===== config.mk =====
export PLATFORM = sky130hd
export DESIGN_NAME = fir_mac_sequencer_flat
export DESIGN_NICKNAME = d
export VERILOG_FILES = /design/src/rtl/fir_mac_sequencer_pkg.sv /design/src/rtl/fir_mac_sequencer_if.sv /design/src/rtl/fir_mac_sequencer_delay_line.sv /design/src/rtl/fir_mac_sequencer.sv /design/src/flat_wrapper.sv
export SDC_FILE = /design/constraint.sdc
export NUM_CORES = 1
export LEC_CHECK = 0
export CAP_MARGIN = 25
export CELL_PAD_IN_SITES_DETAIL_PLACEMENT = 0
export CELL_PAD_IN_SITES_GLOBAL_PLACEMENT = 1
export CORE_MARGIN = 5
export CORE_UTILIZATION = 45
export CTS_CLUSTER_SIZE = 12
export DETAILED_ROUTE_END_ITERATION = 8
export PLACE_DENSITY = 0.95
export SLEW_MARGIN = 20
export SYNTH_ARGS = -nofsm -noshare
export SYNTH_HDL_FRONTEND = slang
export SYNTH_SLANG_ARGS = --single-unit

===== constraint.sdc =====
create_clock -name clk_i -period 11.3 [get_ports clk_i]
set_input_delay 1.695 -clock clk_i [delete_from_list [all_inputs] [get_ports clk_i]]
set_output_delay 1.695 -clock clk_i [all_outputs]
set_load 0.01 [all_outputs]

===== src/rtl/fir_mac_sequencer_pkg.sv =====
// Shared types and constants for the FIR MAC sequencer (package fir_seq_pkg).
// Optional build macro used by the top: FIR_SEQ_STICKY_FLAGS_EN.
package fir_seq_pkg;

  typedef enum logic [1:0] {
    IDLE  = 2'd0,
    ISSUE = 2'd1,
    WAIT  = 2'd2
  } state_e;

  localparam logic [31:0] FP32_ZERO   = 32'h0000_0000;
  localparam int          FP32_SIGN_W = 1;
  localparam int          FP32_EXP_W  = 8;
  localparam int          FP32_MAN_W  = 23;

  // {invalid, overflow, underflow}
  typedef logic [2:0] flags_t;

  function automatic flags_t pack_flags(input logic invalid, input logic overflow,
                                        input logic underflow);
    return {invalid, overflow, underflow};
  endfunction

endpackage


===== src/rtl/fir_mac_sequencer_if.sv =====
// Sample stream, coefficient port, MAC link and result stream of the FIR sequencer.
// The master modport is the sequencer side; slave is the surrounding system.
interface fir_mac_sequencer_if #(
  parameter int DATA_WIDTH = 32,
  parameter int ADDR_WIDTH = 2
);
  logic                  s_valid_i;
  logic [DATA_WIDTH-1:0] s_data_i;
  logic                  s_ready_o;
  logic                  coef_we_i;
  logic [ADDR_WIDTH-1:0] coef_addr_i;
  logic [DATA_WIDTH-1:0] coef_data_i;
  logic                  coef_busy_o;
  logic                  mac_ce_o;
  logic [DATA_WIDTH-1:0] x_o;
  logic [DATA_WIDTH-1:0] h_o;
  logic                  fpopmode_bit_o;
  logic [DATA_WIDTH-1:0] y_i;
  logic                  invalid_i;
  logic                  overflow_i;
  logic                  underflow_i;
  logic                  m_valid_o;
  logic [DATA_WIDTH-1:0] m_data_o;
  logic                  m_invalid_o;
  logic                  m_overflow_o;
  logic                  m_underflow_o;
  logic                  m_ready_i;

  modport master (
    input  s_valid_i, s_data_i, coef_we_i, coef_addr_i, coef_data_i,
    input  y_i, invalid_i, overflow_i, underflow_i, m_ready_i,
    output s_ready_o, coef_busy_o, mac_ce_o, x_o, h_o, fpopmode_bit_o,
    output m_valid_o, m_data_o, m_invalid_o, m_overflow_o, m_underflow_o
  );

  modport slave (
    output s_valid_i, s_data_i, coef_we_i, coef_addr_i, coef_data_i,
    output y_i, invalid_i, overflow_i, underflow_i, m_ready_i,
    input  s_ready_o, coef_busy_o, mac_ce_o, x_o, h_o, fpopmode_bit_o,
    input  m_valid_o, m_data_o, m_invalid_o, m_overflow_o, m_underflow_o
  );

endinterface


===== src/rtl/fir_mac_sequencer_delay_line.sv =====
// Sample delay line (fir_delay_line): newest sample at index 0, oldest falls off the end.
// A tap-select mux exposes one stored sample per cycle.
module fir_delay_line
  import fir_seq_pkg::*;
#(
  parameter int DEPTH      = 4,
  parameter int DATA_WIDTH = 32,
  parameter int SEL_WIDTH  = $clog2(DEPTH)
) (
  input  logic                  clk,
  input  logic                  rst_n,
  input  logic                  shift_en,
  input  logic [DATA_WIDTH-1:0] shift_in,
  input  logic [SEL_WIDTH-1:0]  sel,
  output logic [DATA_WIDTH-1:0] tap
);

  logic [DATA_WIDTH-1:0] d_reg [DEPTH];

  always_ff @(posedge clk) begin
    if (!rst_n) begin
      for (int i = 0; i < DEPTH; i++) d_reg[i] <= DATA_WIDTH'(FP32_ZERO);
    end else if (shift_en) begin
      d_reg[0] <= shift_in;
      for (int i = 1; i < DEPTH; i++) d_reg[i] <= d_reg[i-1];
    end
  end

  // Guard keeps non-power-of-two depths from reading past the last stage.
  assign tap = ({1'b0, sel} < (SEL_WIDTH+1)'(DEPTH)) ? d_reg[sel] : '0;

endmodule


===== src/rtl/fir_mac_sequencer.sv =====
// FIR sequencer feeding one FP32 MAC: delay line, coefficient bank, IDLE/ISSUE/WAIT FSM,
// one-entry result register. Define FIR_SEQ_STICKY_FLAGS_EN for sticky flag accumulation.
module fir_mac_sequencer
  import fir_seq_pkg::*;
#(
  parameter int FILTER_ORDER = 4,
  parameter int DATA_WIDTH   = 32,
  parameter int MAC_LATENCY  = 4,
  parameter int ADDR_WIDTH   = $clog2(FILTER_ORDER)
) (
  input  logic               clk_i,
  input  logic               rst_ni,
  fir_mac_sequencer_if.master bus
`ifdef FIR_SEQ_STICKY_FLAGS_EN
  ,
  output flags_t             sticky_flags_o,
  input  logic               sticky_clr_i
`endif
);

  localparam logic [1:0] ST_IDLE  = IDLE;
  localparam logic [1:0] ST_ISSUE = ISSUE;
  localparam logic [1:0] ST_WAIT  = WAIT;
  localparam int         WAIT_W   = (MAC_LATENCY > 1) ? $clog2(MAC_LATENCY) : 1;

  logic [1:0]            state_reg;
  logic [ADDR_WIDTH-1:0] tap_reg;
  logic [WAIT_W-1:0]     wait_reg;
  logic                  run_reg;
  logic                  m_valid_reg;
  logic [DATA_WIDTH-1:0] m_data_reg;
  flags_t                m_flags_reg;
  logic [DATA_WIDTH-1:0] coef_rd [FILTER_ORDER];
  logic [DATA_WIDTH-1:0] x_tap;
  logic                  accept;
  logic                  last_tap;
  logic                  last_wait;
  logic                  capture;
  logic                  coef_ok;
  flags_t                new_flags;

  assign bus.s_ready_o = run_reg & (state_reg == ST_IDLE) & ~m_valid_reg;
  assign accept        = bus.s_valid_i & bus.s_ready_o;
  assign last_tap      = (tap_reg == ADDR_WIDTH'(FILTER_ORDER - 1));
  assign last_wait     = (wait_reg == WAIT_W'(MAC_LATENCY - 1));
  assign capture       = (state_reg == ST_WAIT) & last_wait;
  assign new_flags     = pack_flags(bus.invalid_i, bus.overflow_i, bus.underflow_i);
  assign coef_ok       = bus.coef_we_i & (state_reg == ST_IDLE)
                       & ({1'b0, bus.coef_addr_i} < (ADDR_WIDTH+1)'(FILTER_ORDER));

  fir_delay_line #(
    .DEPTH      (FILTER_ORDER),
    .DATA_WIDTH (DATA_WIDTH),
    .SEL_WIDTH  (ADDR_WIDTH)
  ) u_delay (
    .clk      (clk_i),
    .rst_n    (rst_ni),
    .shift_en (accept),
    .shift_in (bus.s_data_i),
    .sel      (tap_reg),
    .tap      (x_tap)
  );

  // A write landing on the acceptance edge is already visible in ISSUE cycle 0.
  for (genvar gi = 0; gi < FILTER_ORDER; gi++) begin : g_coef
    logic [DATA_WIDTH-1:0] coef_reg;
    always_ff @(posedge clk_i) begin
      if (!rst_ni) begin
        coef_reg <= DATA_WIDTH'(FP32_ZERO);
      end else if (coef_ok && (bus.coef_addr_i == ADDR_WIDTH'(gi))) begin
        coef_reg <= bus.coef_data_i;
      end
    end
    assign coef_rd[gi] = coef_reg;
  end

  always_ff @(posedge clk_i) begin
    if (!rst_ni) begin
      state_reg <= ST_IDLE;
      tap_reg   <= '0;
      wait_reg  <= '0;
      run_reg   <= 1'b0;
    end else begin
      run_reg <= 1'b1;
      case (state_reg)
        ST_IDLE: begin
          if (accept) begin
            state_reg <= ST_ISSUE;
            tap_reg   <= '0;
          end
        end
        ST_ISSUE: begin
          if (last_tap) begin
            state_reg <= ST_WAIT;
            tap_reg   <= '0;
            wait_reg  <= '0;
          end else begin
            tap_reg <= tap_reg + ADDR_WIDTH'(1);
          end
        end
        ST_WAIT: begin
          if (last_wait) state_reg <= ST_IDLE;
          else           wait_reg  <= wait_reg + WAIT_W'(1);
        end
        default: state_reg <= ST_IDLE;
      endcase
    end
  end

  always_ff @(posedge clk_i) begin
    if (!rst_ni) begin
      m_valid_reg <= 1'b0;
      m_data_reg  <= DATA_WIDTH'(FP32_ZERO);
      m_flags_reg <= '0;
    end else if (capture) begin
      m_valid_reg <= 1'b1;
      m_data_reg  <= bus.y_i;
      m_flags_reg <= new_flags;
    end else if (m_valid_reg && bus.m_ready_i) begin
      m_valid_reg <= 1'b0;
    end
  end

`ifdef FIR_SEQ_STICKY_FLAGS_EN
  flags_t sticky_reg;

  // New flags win over a simultaneous clear.
  always_ff @(posedge clk_i) begin
    if (!rst_ni) begin
      sticky_reg <= '0;
    end else if (capture) begin
      sticky_reg <= (sticky_clr_i ? flags_t'(0) : sticky_reg) | new_flags;
    end else if (sticky_clr_i) begin
      sticky_reg <= '0;
    end
  end

  assign sticky_flags_o = sticky_reg;
`endif

  assign bus.mac_ce_o       = (state_reg == ST_ISSUE) | (state_reg == ST_WAIT);
  assign bus.fpopmode_bit_o = ((state_reg == ST_ISSUE) & (tap_reg != '0)) | (state_reg == ST_WAIT);
  assign bus.x_o            = (state_reg == ST_ISSUE) ? x_tap : '0;
  assign bus.h_o            = (state_reg == ST_ISSUE) ? coef_rd[tap_reg] : '0;
  assign bus.coef_busy_o    = (state_reg != ST_IDLE);
  assign bus.m_valid_o      = m_valid_reg;
  assign bus.m_data_o       = m_data_reg;
  assign bus.m_invalid_o    = m_flags_reg[2];
  assign bus.m_overflow_o   = m_flags_reg[1];
  assign bus.m_underflow_o  = m_flags_reg[0];

endmodule

===== src/flat_wrapper.sv =====
// flat-port wrapper written by rule: the top's interface ports become plain ports
module fir_mac_sequencer_flat import fir_seq_pkg::*;
#(
  parameter int FILTER_ORDER = 4,
  parameter int DATA_WIDTH   = 32,
  parameter int MAC_LATENCY  = 4,
  parameter int ADDR_WIDTH   = $clog2(FILTER_ORDER)
)
  (clk_i, rst_ni, bus_s_valid_i, bus_s_data_i, bus_coef_we_i, bus_coef_addr_i, bus_coef_data_i, bus_y_i, bus_invalid_i, bus_overflow_i, bus_underflow_i, bus_m_ready_i, bus_s_ready_o, bus_coef_busy_o, bus_mac_ce_o, bus_x_o, bus_h_o, bus_fpopmode_bit_o, bus_m_valid_o, bus_m_data_o, bus_m_invalid_o, bus_m_overflow_o, bus_m_underflow_o);
  fir_mac_sequencer_if #(.DATA_WIDTH(DATA_WIDTH), .ADDR_WIDTH(ADDR_WIDTH)) bus_i ();
  input  logic clk_i;
  input  logic rst_ni;
  input wire logic [$bits(bus_i.s_valid_i)-1:0] bus_s_valid_i;
  input wire logic [$bits(bus_i.s_data_i)-1:0] bus_s_data_i;
  input wire logic [$bits(bus_i.coef_we_i)-1:0] bus_coef_we_i;
  input wire logic [$bits(bus_i.coef_addr_i)-1:0] bus_coef_addr_i;
  input wire logic [$bits(bus_i.coef_data_i)-1:0] bus_coef_data_i;
  input wire logic [$bits(bus_i.y_i)-1:0] bus_y_i;
  input wire logic [$bits(bus_i.invalid_i)-1:0] bus_invalid_i;
  input wire logic [$bits(bus_i.overflow_i)-1:0] bus_overflow_i;
  input wire logic [$bits(bus_i.underflow_i)-1:0] bus_underflow_i;
  input wire logic [$bits(bus_i.m_ready_i)-1:0] bus_m_ready_i;
  output wire logic [$bits(bus_i.s_ready_o)-1:0] bus_s_ready_o;
  output wire logic [$bits(bus_i.coef_busy_o)-1:0] bus_coef_busy_o;
  output wire logic [$bits(bus_i.mac_ce_o)-1:0] bus_mac_ce_o;
  output wire logic [$bits(bus_i.x_o)-1:0] bus_x_o;
  output wire logic [$bits(bus_i.h_o)-1:0] bus_h_o;
  output wire logic [$bits(bus_i.fpopmode_bit_o)-1:0] bus_fpopmode_bit_o;
  output wire logic [$bits(bus_i.m_valid_o)-1:0] bus_m_valid_o;
  output wire logic [$bits(bus_i.m_data_o)-1:0] bus_m_data_o;
  output wire logic [$bits(bus_i.m_invalid_o)-1:0] bus_m_invalid_o;
  output wire logic [$bits(bus_i.m_overflow_o)-1:0] bus_m_overflow_o;
  output wire logic [$bits(bus_i.m_underflow_o)-1:0] bus_m_underflow_o;
  assign bus_i.s_valid_i = bus_s_valid_i;
  assign bus_i.s_data_i = bus_s_data_i;
  assign bus_i.coef_we_i = bus_coef_we_i;
  assign bus_i.coef_addr_i = bus_coef_addr_i;
  assign bus_i.coef_data_i = bus_coef_data_i;
  assign bus_i.y_i = bus_y_i;
  assign bus_i.invalid_i = bus_invalid_i;
  assign bus_i.overflow_i = bus_overflow_i;
  assign bus_i.underflow_i = bus_underflow_i;
  assign bus_i.m_ready_i = bus_m_ready_i;
  assign bus_s_ready_o = bus_i.s_ready_o;
  assign bus_coef_busy_o = bus_i.coef_busy_o;
  assign bus_mac_ce_o = bus_i.mac_ce_o;
  assign bus_x_o = bus_i.x_o;
  assign bus_h_o = bus_i.h_o;
  assign bus_fpopmode_bit_o = bus_i.fpopmode_bit_o;
  assign bus_m_valid_o = bus_i.m_valid_o;
  assign bus_m_data_o = bus_i.m_data_o;
  assign bus_m_invalid_o = bus_i.m_invalid_o;
  assign bus_m_overflow_o = bus_i.m_overflow_o;
  assign bus_m_underflow_o = bus_i.m_underflow_o;
  fir_mac_sequencer #(.FILTER_ORDER(FILTER_ORDER), .DATA_WIDTH(DATA_WIDTH), .MAC_LATENCY(MAC_LATENCY), .ADDR_WIDTH(ADDR_WIDTH)) u_core (.clk_i(clk_i), .rst_ni(rst_ni), .bus(bus_i));
endmodule

==> results.md <==
- Count of state elements after synthesis: around 300
- Hold path depth: 2
- DIE AREA: 33,200 sq um
- Iter 0 DRT Violations: around 640
- Layout cell share with drive strength beyond 1: between 10% and 20%
- Crit path max-delay cell type: mux4_2
- Final hold violations: 0
- Syn Inst Count: around 1,200
- CTS root buf: clkbuf_16
- Min-Delay Path Class: register to register
- Worst path arrival time: 2.68 ns
- Setup Buffers After CTS: 0
- R2R Path End: u_core.u_delay.d_reg[2][7]$_SDFFCE_PN0P_
- Antenna violations before repair: 0
- Total gr overflow: 0
- R2R Path Start: u_core.state_reg[0]$_SDFFE_PN0P_
- Diode count: 0
- Min-delay src: u_core.g_coef[1].coef_reg[24]$_SDFFE_PN0P_
- Period utilization: 38.7%
- Dpl cell area: 15,500 sq um
- Post-synth EDFFs: around 130
- Cell Area, Synth: 13,400 sq um
- Largest net degree at the start of global routing: 129
- H-tree Lvls: 2
- I/O pin count: 210
- Largest stage delay, worst path: 0.62 ns
- Placed Cells: 1,715
- Avg WL per Cell: 17.1 microns
- Setup TNS: 0 ns
- Mean Syn Cell Area: around 11 sq um
- Detailed Route WL: 30.5 mm
- CP cell instances: buf_4 > mux4_2 > and2_1 > clkdlybuf4s50_1
- Reg2Reg Depth: 6
- Critical path type: register to output port
- Worst-Skew Late Latency: 0.50 ns
- Max Cap Viol: 0
- Reg power frac: 44.5%
- Flop2flop setup slack: 8.34 ns
- Sequential element share of the synthesized area: a little over half
- CP top delay family: buffers and inverters
- Post-route design area: 16,700 sq um
- Clk sink count: 301
- Die width: 182 microns
- Fmax: 0.229 GHz
- Total net switching power: 0.709 mW
- Main area contributors after synthesis: edfxtp_1, dfxtp_1, mux4_2, nand2_1, and2_1
- Yosys cell types: 30
- Clock transition at the registers of the reported paths: 0.06 ns
- Worst hold endpoint: u_core.g_coef[1].coef_reg[24]$_SDFFE_PN0P_
- Clk network pwr share: 39.2%
- FP Rows: 63
- Status: finished clean
- Port-buffer cells: 209
- Area growth from synthesis to layout: 25.1%
- Switching Share: 24.7%
- Fin nets: 1,475
- Post_cts resized: 0
- Clk buf depth: 3
- Combinational fraction of design power: between 15 and 20%
- All-Layer GR Usage: 18.2%
- DRT Pass-1 Iters: 5
- Fin cells: ~1,800
- Final ANT Viol Nets: 0
- CP bufs+invs: 2
- Startpoint type of the worst setup path: register
- LEAKAGE: between 5 and 6 nW
- First-pass GRT wire length: 49.6 mm
- Cell taking the most area after synthesis: edfxtp_1
- Max-slew headroom: 37.1%
- Max Clock Skew: 0.0185 ns
- Worst-Margin Slew: 0.944 ns
- Power Density: 171 nW/um^2
- Post-synth top flop: dfxtp_1
- Final setup vio count: 0
- Hpwl dp: around 18 mm
- Core area: 29,500 sq um
- Cts hold-fix bufs: 0
- Syn Nets: 1,306
- Max Slew Vio Count: 0
- Type of destination of the critical path: output port
- Vias/cell: approximately 5.1
- Data required, critical path: between 9 and 10 ns
- Starting Density: between 40% and 50%
- Int Power: 2.15 mW
- DRC viols: 0
- Tmin final: 4.38 ns
- Post-synth ARST share: 0%
- VDD IR-drop max: 0.0989 mV
- TritonCTS buffer count: 34
- Syn. warnings: 0
- CTS tree: built
- Unrepaired setup endpoints after global routing: false
- Vias in the first global route: 9,472
- DIE HEIGHT: 182 microns
- Placer Congestion: approximately 0.73
- Share of the synthesized area in the top cell type: 28.8%
- Vias: 9,118
- Critical path peak fanout: 35
## routing by layer
metal  vias to the layer above  routed length, microns  GRT usage, %
met2                       250                   14900          30.5
met3                        44                    2310          5.30
met5                         -                       0             0
met1                      4428                   12700          23.1
met4                         0                     586          4.80
li1                       4396                       -             -
## power by group through the flow
stage,logic [mW],registers (mW),clock network [mW]
floorplan,0.303,1.29,0
global placement,0.465,1.29,0
detailed placement,0.473,1.30,0
CTS,0.474,1.27,1.15
global route,0.509,1.28,1.21
finish,0.466,1.27,1.12
## cells in the mapped netlist, types with 2 or more instances
cell type,n
nor2b_1,2
a32o_1,2
a21boi_0,76
nand4b_1,3
edfxtp_1,128
inv_1,7
nand2b_1,2
dfxtp_1,173
mux4_2,64
a21boi_1,90
mux2i_1,2
buf_4,10
ha_1,7
nand2_1,334
o31ai_1,2
and2_1,193
clkbuf_1,35
and3_1,3
a21o_1,2
nand4_1,2
buf_6,19
and4b_1,2
buf_2,28
## stage by stage
stage / hold WS (ns) / power [mW] / setup WS [ns] / utilization [%]
5_1_grt: 0.470 / 3.00 / 6.75 / 56.7
3_5_place_dp: 0.444 / 1.77 / 7.14 / 52.7
6_report: 0.449 / 2.86 / 6.92 / 56.7
3_3_place_gp: 0.437 / 1.76 / 7.22 / 52.7
4_1_cts: 0.451 / 2.90 / 6.85 / 56.6
2_1_floorplan: 0.432 / 1.59 / 6.15 / -
## worst max-delay path by stage
stage                                         startpoint                                       end  cells past startpoint
after floorplan                                   rst_ni  u_core.u_delay.d_reg[0][0]$_SDFFCE_PN0P_                      2
after global placement                     bus_s_valid_i  u_core.u_delay.d_reg[3][2]$_SDFFCE_PN0P_                      4
after detailed placement                   bus_s_valid_i  u_core.u_delay.d_reg[3][1]$_SDFFCE_PN0P_                      4
after CTS                                       register                                bus_x_o[9]                      4
after global routing                            register                                bus_x_o[9]                      4
final                     u_core.tap_reg[1]$_SDFFE_PN0N_                               bus_h_o[24]                      4
## tightest hold or removal path: cells and delay by family, from the launching register on
kind / cells / cell delay [ns]
AOI/OAI and AO/OA: 1 / 0.05
and+or+nand+nor: 1 / 0.05
DFF: 1 / 0.30
## cell families (layout without fill, tap and decap cells)
family	after synthesis	in the layout	synth area share [%]
and+or+nand+nor	547	547	19.6
buffers and inverters	99	293	4.39
muxes	66	66	10.9
AOI/OAI and AO/OA	173	173	9.76
DFF	301	301	54.7
adders and majority gates	7	7	0.656
## cell type report
class,count,area (sq um)
clock buffers,52,1040
clock inverters,9,115
fillers,2495,12800
inverters,7,26.3
multi-input cells,793,5500
flip-flops and latches,301,7310
well taps,390,488
repair buffers,225,2230
## layout by cell type (no fill, tap or decap), types with 3 or more instances in the layout
cell type,n
clkinv_1,4
buf_4,15
nand2_1,333
mux4_2,64
a21boi_0,76
nand4b_1,3
clkbuf_16,37
and2_1,193
bufinv_16,3
clkdlybuf4s50_1,208
clkbuf_1,9
inv_1,7
a21boi_1,90
ha_1,6
dfxtp_1,171
clkbuf_8,6
edfxtp_1,128
Power figures use the tool's default switching activity.
